[config.mk]
export PLATFORM = sky130hd
export DESIGN_NAME = mac_nibble_serial
export DESIGN_NICKNAME = d
export VERILOG_FILES = /design/src/rtl/mac_nibble_serial.sv
export SDC_FILE = /design/constraint.sdc
export NUM_CORES = 1
export LEC_CHECK = 0
export ABC_AREA = 1
export ABC_CLOCK_PERIOD_IN_PS = 9500
export CAP_MARGIN = 40
export CORE_ASPECT_RATIO = 1.4
export CORE_UTILIZATION = 58
export DETAILED_ROUTE_END_ITERATION = 8
export PLACE_DENSITY = 0.74
export SLEW_MARGIN = 20
export SYNTH_ARGS = -nofsm -noshare
export SYNTH_HDL_FRONTEND = slang
export SYNTH_SLANG_ARGS = --single-unit
[constraint.sdc]
create_clock -name clk_i -period 9.5 [get_ports clk_i]
set_input_delay 2.375 -clock clk_i [delete_from_list [all_inputs] [get_ports clk_i]]
set_output_delay 2.375 -clock clk_i [all_outputs]
set_load 0.01 [all_outputs]
[src/rtl/mac_nibble_serial.sv]
// Nibble-serial multiply-accumulate: receives A then B LSB-nibble-first, adds A*B into a
// wide accumulator with one radix-16 partial product per cycle, then streams the result out.
module mac_nibble_serial #(
  parameter int unsigned BIT_WIDTH  = 32,
  parameter int unsigned GUARD_BITS = 8
) (
  input  logic       clk_i,
  input  logic       rst_i,
  input  logic       start_i,
  input  logic       signed_mode_i,
  input  logic       accumulate_i,
  input  logic [3:0] data_in_i,
  output logic [3:0] data_out_o,
  output logic       data_out_valid_o,
  output logic       result_last_o,
  output logic       ready_o
);

  localparam int unsigned N        = BIT_WIDTH / 4;
  localparam int unsigned AccWidth = 2 * BIT_WIDTH + GUARD_BITS;
  localparam int unsigned M        = AccWidth / 4;
  localparam int unsigned CntW     = $clog2(M);

  typedef enum logic [1:0] {
    StIdle,
    StRecvA,
    StRecvB,
    StSend
  } state_e;

  state_e                state_q, state_d;
  logic [CntW-1:0]       cnt_q, cnt_d;
  logic [BIT_WIDTH-1:0]  a_q, a_d;
  logic [AccWidth-1:0]   acc_q, acc_d;
  logic                  signed_q, signed_d;

  logic [BIT_WIDTH-1:0]  a_shift;
  logic [AccWidth-1:0]   a_ext;
  logic [AccWidth-1:0]   nib_ext;
  logic [AccWidth-1:0]   prod_u;
  logic [AccWidth-1:0]   pp;
  logic                  nib_neg;
  logic                  cnt_last_n;
  logic                  cnt_last_m;
  logic [3:0]            out_nib;

  assign a_shift    = {data_in_i, a_q[BIT_WIDTH-1:4]};
  assign a_ext      = {{(AccWidth - BIT_WIDTH){signed_q & a_q[BIT_WIDTH-1]}}, a_q};
  assign nib_ext    = {{(AccWidth - 4){1'b0}}, data_in_i};
  assign cnt_last_n = (cnt_q == CntW'(N - 1));
  assign cnt_last_m = (cnt_q == CntW'(M - 1));

  // The top B nibble in signed mode weighs -8..7: unsigned value minus 16 when bit 3 is set.
  assign nib_neg = signed_q & cnt_last_n & data_in_i[3];
  assign prod_u  = a_ext * nib_ext;
  assign pp      = prod_u - (nib_neg ? {a_ext[AccWidth-5:0], 4'b0000} : '0);

  always_comb begin
    state_d  = state_q;
    cnt_d    = cnt_q;
    a_d      = a_q;
    acc_d    = acc_q;
    signed_d = signed_q;
    unique case (state_q)
      StIdle: begin
        if (start_i) begin
          a_d      = a_shift;
          signed_d = signed_mode_i;
          if (!accumulate_i) begin
            acc_d = '0;
          end
          cnt_d   = CntW'(1);
          state_d = StRecvA;
        end
      end
      StRecvA: begin
        a_d = a_shift;
        if (cnt_last_n) begin
          cnt_d   = '0;
          state_d = StRecvB;
        end else begin
          cnt_d = cnt_q + 1'b1;
        end
      end
      StRecvB: begin
        acc_d = acc_q + (pp << {cnt_q, 2'b00});
        if (cnt_last_n) begin
          cnt_d   = '0;
          state_d = StSend;
        end else begin
          cnt_d = cnt_q + 1'b1;
        end
      end
      StSend: begin
        if (cnt_last_m) begin
          cnt_d   = '0;
          state_d = StIdle;
        end else begin
          cnt_d = cnt_q + 1'b1;
        end
      end
      default: begin
        cnt_d   = '0;
        state_d = StIdle;
      end
    endcase
  end

  always_ff @(posedge clk_i or posedge rst_i) begin
    if (rst_i) begin
      state_q  <= StIdle;
      cnt_q    <= '0;
      a_q      <= '0;
      acc_q    <= '0;
      signed_q <= 1'b0;
    end else begin
      state_q  <= state_d;
      cnt_q    <= cnt_d;
      a_q      <= a_d;
      acc_q    <= acc_d;
      signed_q <= signed_d;
    end
  end

  always_comb begin
    out_nib = '0;
    for (int j = 0; j < int'(M); j++) begin
      if (cnt_q == CntW'(j)) begin
        out_nib = acc_q[4*j +: 4];
      end
    end
  end

  always_comb begin
    data_out_o       = '0;
    data_out_valid_o = 1'b0;
    result_last_o    = 1'b0;
    ready_o          = (state_q == StIdle);
    if (state_q == StSend) begin
      data_out_o       = out_nib;
      data_out_valid_o = 1'b1;
      result_last_o    = cnt_last_m;
    end
  end

endmodule

==> results of run 1 <==
[Yosys cell counts (all sizes together) (4+ instances only)]
library cell,n
a31oi,49
a211oi,9
and3,5
o221ai,4
dfrtp,112
nor3,26
xor2,38
a21oi,257
nand2,939
or2,9
nor4,7
buf,32
clkbuf,47
nand3b,6
nor2,355
a21o,15
xnor2,17
fa,69
a32o,5
o211ai,11
a21boi,5
o21bai,11
inv,653
nand4,16
o21ai,269
o22ai,22
o21a,8
ha,188
nand3,190
[metrics by stage]
step	cells	hold WS, ns	setup WS (ns)	utilization (%)
2_1_floorplan	3399	0.472	0.121	-
3_3_place_gp	4466	0.494	-1.84	75.2
3_5_place_dp	4469	0.503	-2.21	75.3
4_1_cts	4528	0.524	-0.175	81.2
[logic make-up after synthesis]
| kind of cell | count (synthesis) |
|---|---|
| AOI/OAI and AO/OA | 682 |
| and+or+nand+nor | 1557 |
| DFF | 112 |
| adders and majority gates | 257 |
| muxes | 4 |
| buffers and inverters | 732 |
| xor gates and xnor gates | 55 |
[metal layers]
metal | GRT usage (%) | GRT overflow
met4 | 74.3 | 35
met2 | 92.0 | 38
met3 | 41.6 | 0
met1 | 69.3 | 1
met5 | 5.51 | 0
[repair_timing]
| action | in CTS |
|---|---|
| pin swaps | 120 |
| resized for setup | 343 |
| buffers inserted | 42 |
| cloned | 4 |
| endpoints found under the setup margin | 54 |
==> flow_summary.json, run 1 <==
{
  "outcome": "did not finish",
  "haltStage": "5_1_grt",
  "tool.error": "[ERROR GRT-0116] Global routing finished with congestion. Check the congestion regions in the DRC Viewer.",
  "cts_hold_buf": 0,
  "synth.distinct_cells": 62,
  "synth_xor_xnor_area_share_pct": 2.44,
  "synthFlopType": "dfrtp_1",
  "numCtsBuffers": 9,
  "globalRouteOverflowTotal": 74,
  "die_h_um": 222,
  "grt_pass1_wl_um": 186000,
  "yosys.area.top_type": "nand2_1",
  "cts_sinks": 112,
  "synth_top_family_by_area": "simple AND/OR/NAND/NOR gates",
  "htreeDepth": 3,
  "io_buffers": 15,
  "ctsRootBufferMaster": "clkbuf_16",
  "start_util_pct": 58.8,
  "ys_seq_area_share_pct": 14.0,
  "synth_edf_count": 0,
  "dp_hpwl_um": 70900,
  "gp_congestion": 1.12,
  "synth_top_area_share_pct": 17.4,
  "grt_pass1_vias": 31400,
  "grtUsageTotal_pct": 68.6,
  "io_pins": 16,
  "syn_nets": 3665,
  "die_w_um": 159,
  "grt_max_degree": 64,
  "avgSynthCellArea_um2": 5.89,
  "synthMuxAreaShare_pct": 0.206,
  "ys_ff_latch": 112,
  "synth_compound_area_share_pct": 19.0,
  "synthSimpleGateAreaFrac_pct": 31.8,
  "syn_area_mm2": 0.0200,
  "synth_fa_ha_area_share_pct": 18.6,
  "syn_inst": 3399,
  "dpl_cell_area_mm2": 0.0256,
  "fp-row-count": 80,
  "ys_top_cells_by_area": "nand2_1 (17%), dfrtp_1 (14%), inv_1 (12%)",
  "ys_async_sr_fraction_pct": 100,
  "yosysWarnings": 0,
  "cts.path.max_buffers": 2
}
==> run 2: changes to the inputs <==
Settings changed: CORE_ASPECT_RATIO 1.4 to default, CORE_UTILIZATION 58 to 40, PLACE_DENSITY 0.74 to default, PLACE_DENSITY_LB_ADDON from default to 0.15.
==> run 2 against run 1 <==
Against the previous run:
- the flow now finishes, with violations (negative setup slack)
- synthesized cell count unchanged
- area after synthesis unchanged
==> flow_summary.json, run 2 <==
{
  "slew_viol_final": 0,
  "core_area_mm2": 0.0492,
  "ys_async_sr_fraction_pct": 100,
  "rsz0062_at_grt": "true",
  "period_needed_ns": 9.73,
  "htreeDepth": 3,
  "utilization_pct": 62.9,
  "antenna_found_initial": 2,
  "start_util_pct": 40.7,
  "yosysWarnings": 0,
  "cap_violations": 0,
  "hold_viol": 0,
  "io_buffers": 15,
  "worstHoldPathCells": 2,
  "yosysMostFrequentCell": "nand2_1",
  "synthFlopType": "dfrtp_1",
  "outcome": "complete, but fails checks",
  "crit_top_cell": "nand2_1",
  "ys_ff_latch": 112,
  "layout.nets": 4405,
  "cp-end-kind": "register",
  "gp_congestion": 1.06,
  "synth_edf_count": 0,
  "setup_viol": 18,
  "violations": "negative setup slack",
  "top_usage_layer": "met2",
  "syn_inst": 3399,
  "path_clk_slew_ns": 0.10,
  "die_h_um": 226,
  "die_area_mm2": 0.0510,
  "hold-path-endpoint": "acc_q[22]",
  "globalRouteOverflowTotal": 0,
  "ys_top_cells_by_area": "nand2_1 (17%), dfrtp_1 (14%), inv_1 (12%)",
  "drt-vias-per-instance": 5.32,
  "final_cell_mix": "nand2_1 (814), buf_4 (743), inv_1 (578), nor2_1 (259), a21oi_1 (152)",
  "finClkSkew_ns": 0.0240,
  "cts_hold_buf": 0,
  "dp_hpwl_um": 70700,
  "clock_latency_ns": 0.43,
  "antenna_cells": 0,
  "r2r_end": "acc_q[71]",
  "final_common_cell": "nand2_1",
  "syn_nets": 3665,
  "period_share_pct": 102,
  "io_pins": 16,
  "avgSynthCellArea_um2": 5.89,
  "met1_usage_pct": 50.0,
  "final.setup.worst_slack_ns": -0.232,
  "fmax_mhz": 103,
  "r2r_slack_ns": 1.40,
  "synth.distinct_cells": 62,
  "cts_tree": "yes",
  "antenna_left": 0,
  "cts.path.max_buffers": 2,
  "grt_pass1_wl_um": 137000,
  "grt_use_met2_pct": 54.4,
  "dr.pass1.iters": 6,
  "syn_area_mm2": 0.0200,
  "drt_iter0_drc": 2223,
  "largest_reg_flops": 72,
  "routed-via-count": 25600,
  "place_ws_ns": -2.11,
  "synth_top_area_share_pct": 17.4,
  "synthTopCellsByCount": "nand2_1 (926), inv_1 (644), nor2_1 (348)",
  "die_w_um": 226,
  "top_regs": "acc_q (72), a_q (32), cnt_q (5)",
  "yosys.area.top_type": "nand2_1",
  "min_from": "acc_q[22]",
  "wirelength_um": 92300,
  "numCtsBuffers": 9,
  "critPathKind": "in2reg",
  "wl_per_cell_um": 19.2,
  "drc_errors": 0,
  "top_register": "acc_q",
  "critPathArrivalTime_ns": 10.05,
  "r2r_start": "a_q[12]",
  "ctsRootBufferMaster": "clkbuf_16",
  "ys_seq_area_share_pct": 14.0,
  "grtUsageTotal_pct": 35.4,
  "critPathMaxStageDelay_ns": 0.52,
  "min_path_type": "reg2reg",
  "slowest_stage": "fa_1",
  "grt_pass1_vias": 24400,
  "path_max_fanout": 6,
  "cts_sinks": 112,
  "fp-row-count": 81,
  "layout-drive-gt1-share_pct": 36.2,
  "syn_to_final_growth_pct": 54.4,
  "setup_tns_ns": -1.83,
  "grt_use_met3_pct": 6.13,
  "rr_worst_depth": 45,
  "grt_max_degree": 64,
  "worstPathRequired_ns": 9.82,
  "slew_headroom_pct": 35.5,
  "tightest_slew_ns": 0.966,
  "start_kind": "input pin"
}
[run 2: cell counts after synthesis]
No cell type changed its count.
[run 2: layer usage]
layer	wire length (um)	share of wire (%)
met1	41700	45
met2	40100	43
met3	7370	8.0
met5	12	0.013
met4	3190	3.5
[run 2: per-stage QoR]
step,instances,hold WS [ns],instance area [um2]
floorplan,3399,0.472,20000
global placement,4690,0.493,25900
detailed placement,4691,0.503,26000
CTS,4747,0.533,28400
global route,4808,0.557,30900
finish,4808,0.537,30900
[run 2: how the worst max path moves through the flow]
stage	start	to	slack, ns	depth (start not counted)
finish	data_in_i[3]	acc_q[71]	-0.23	48
global route	data_in_i[3]	acc_q[66]	-0.55	51
CTS	data_in_i[3]	acc_q[66]	-0.18	54
detailed placement	data_in_i[3]	acc_q[71]	-2.11	47
global placement	data_in_i[3]	acc_q[71]	-1.87	48
floorplan	data_in_i[3]	acc_q[62]	0.12	49
[run 2: logic make-up (layout without fill, tap and decap cells)]
group | after synthesis | in the layout | share of synthesized area, %
multiplexers | 4 | 4 | 0.206
buffers and inverters | 732 | 1477 | 13.9
AO/OA/AOI/OAI | 682 | 682 | 19.0
XOR/XNOR | 55 | 55 | 2.44
AND/OR/NAND/NOR | 1557 | 1557 | 31.8
flip-flops | 112 | 112 | 14.0
adder cells (fa/ha/maj) | 257 | 257 | 18.6
[run 2: layout make-up]
class	count	area, um2
Timing Repair Buffer	808	6480
Inverter	653	2460
Fill cell	4568	18200
Clock buffer	10	239
Sequential cell	112	2800
Clock inverter	6	73.8
Multi-Input combinational cell	2555	18000
Tap cell	664	831
[run 2: critical path, delay by kind of cell]
family / cells / cell delay [ns]
adder cells (fa/ha/maj): 6 / 2.08
AO/OA/AOI/OAI: 11 / 2.04
XOR/XNOR: 1 / 0.09
buffers and inverters: 13 / 1.41
AND/OR/NAND/NOR: 17 / 2.02
[run 2: repair_timing]
item | CTS | global route
setup endpoints to repair | 57 | 55
buffers inserted | 36 | 58
pin swaps | 127 | 221
gates resized for setup | 403 | 532
gates cloned | 4 | 2
Power of run 2 is not shown: default switching activity piles up to over one toggle a cycle in this logic, so the estimate is an artifact.
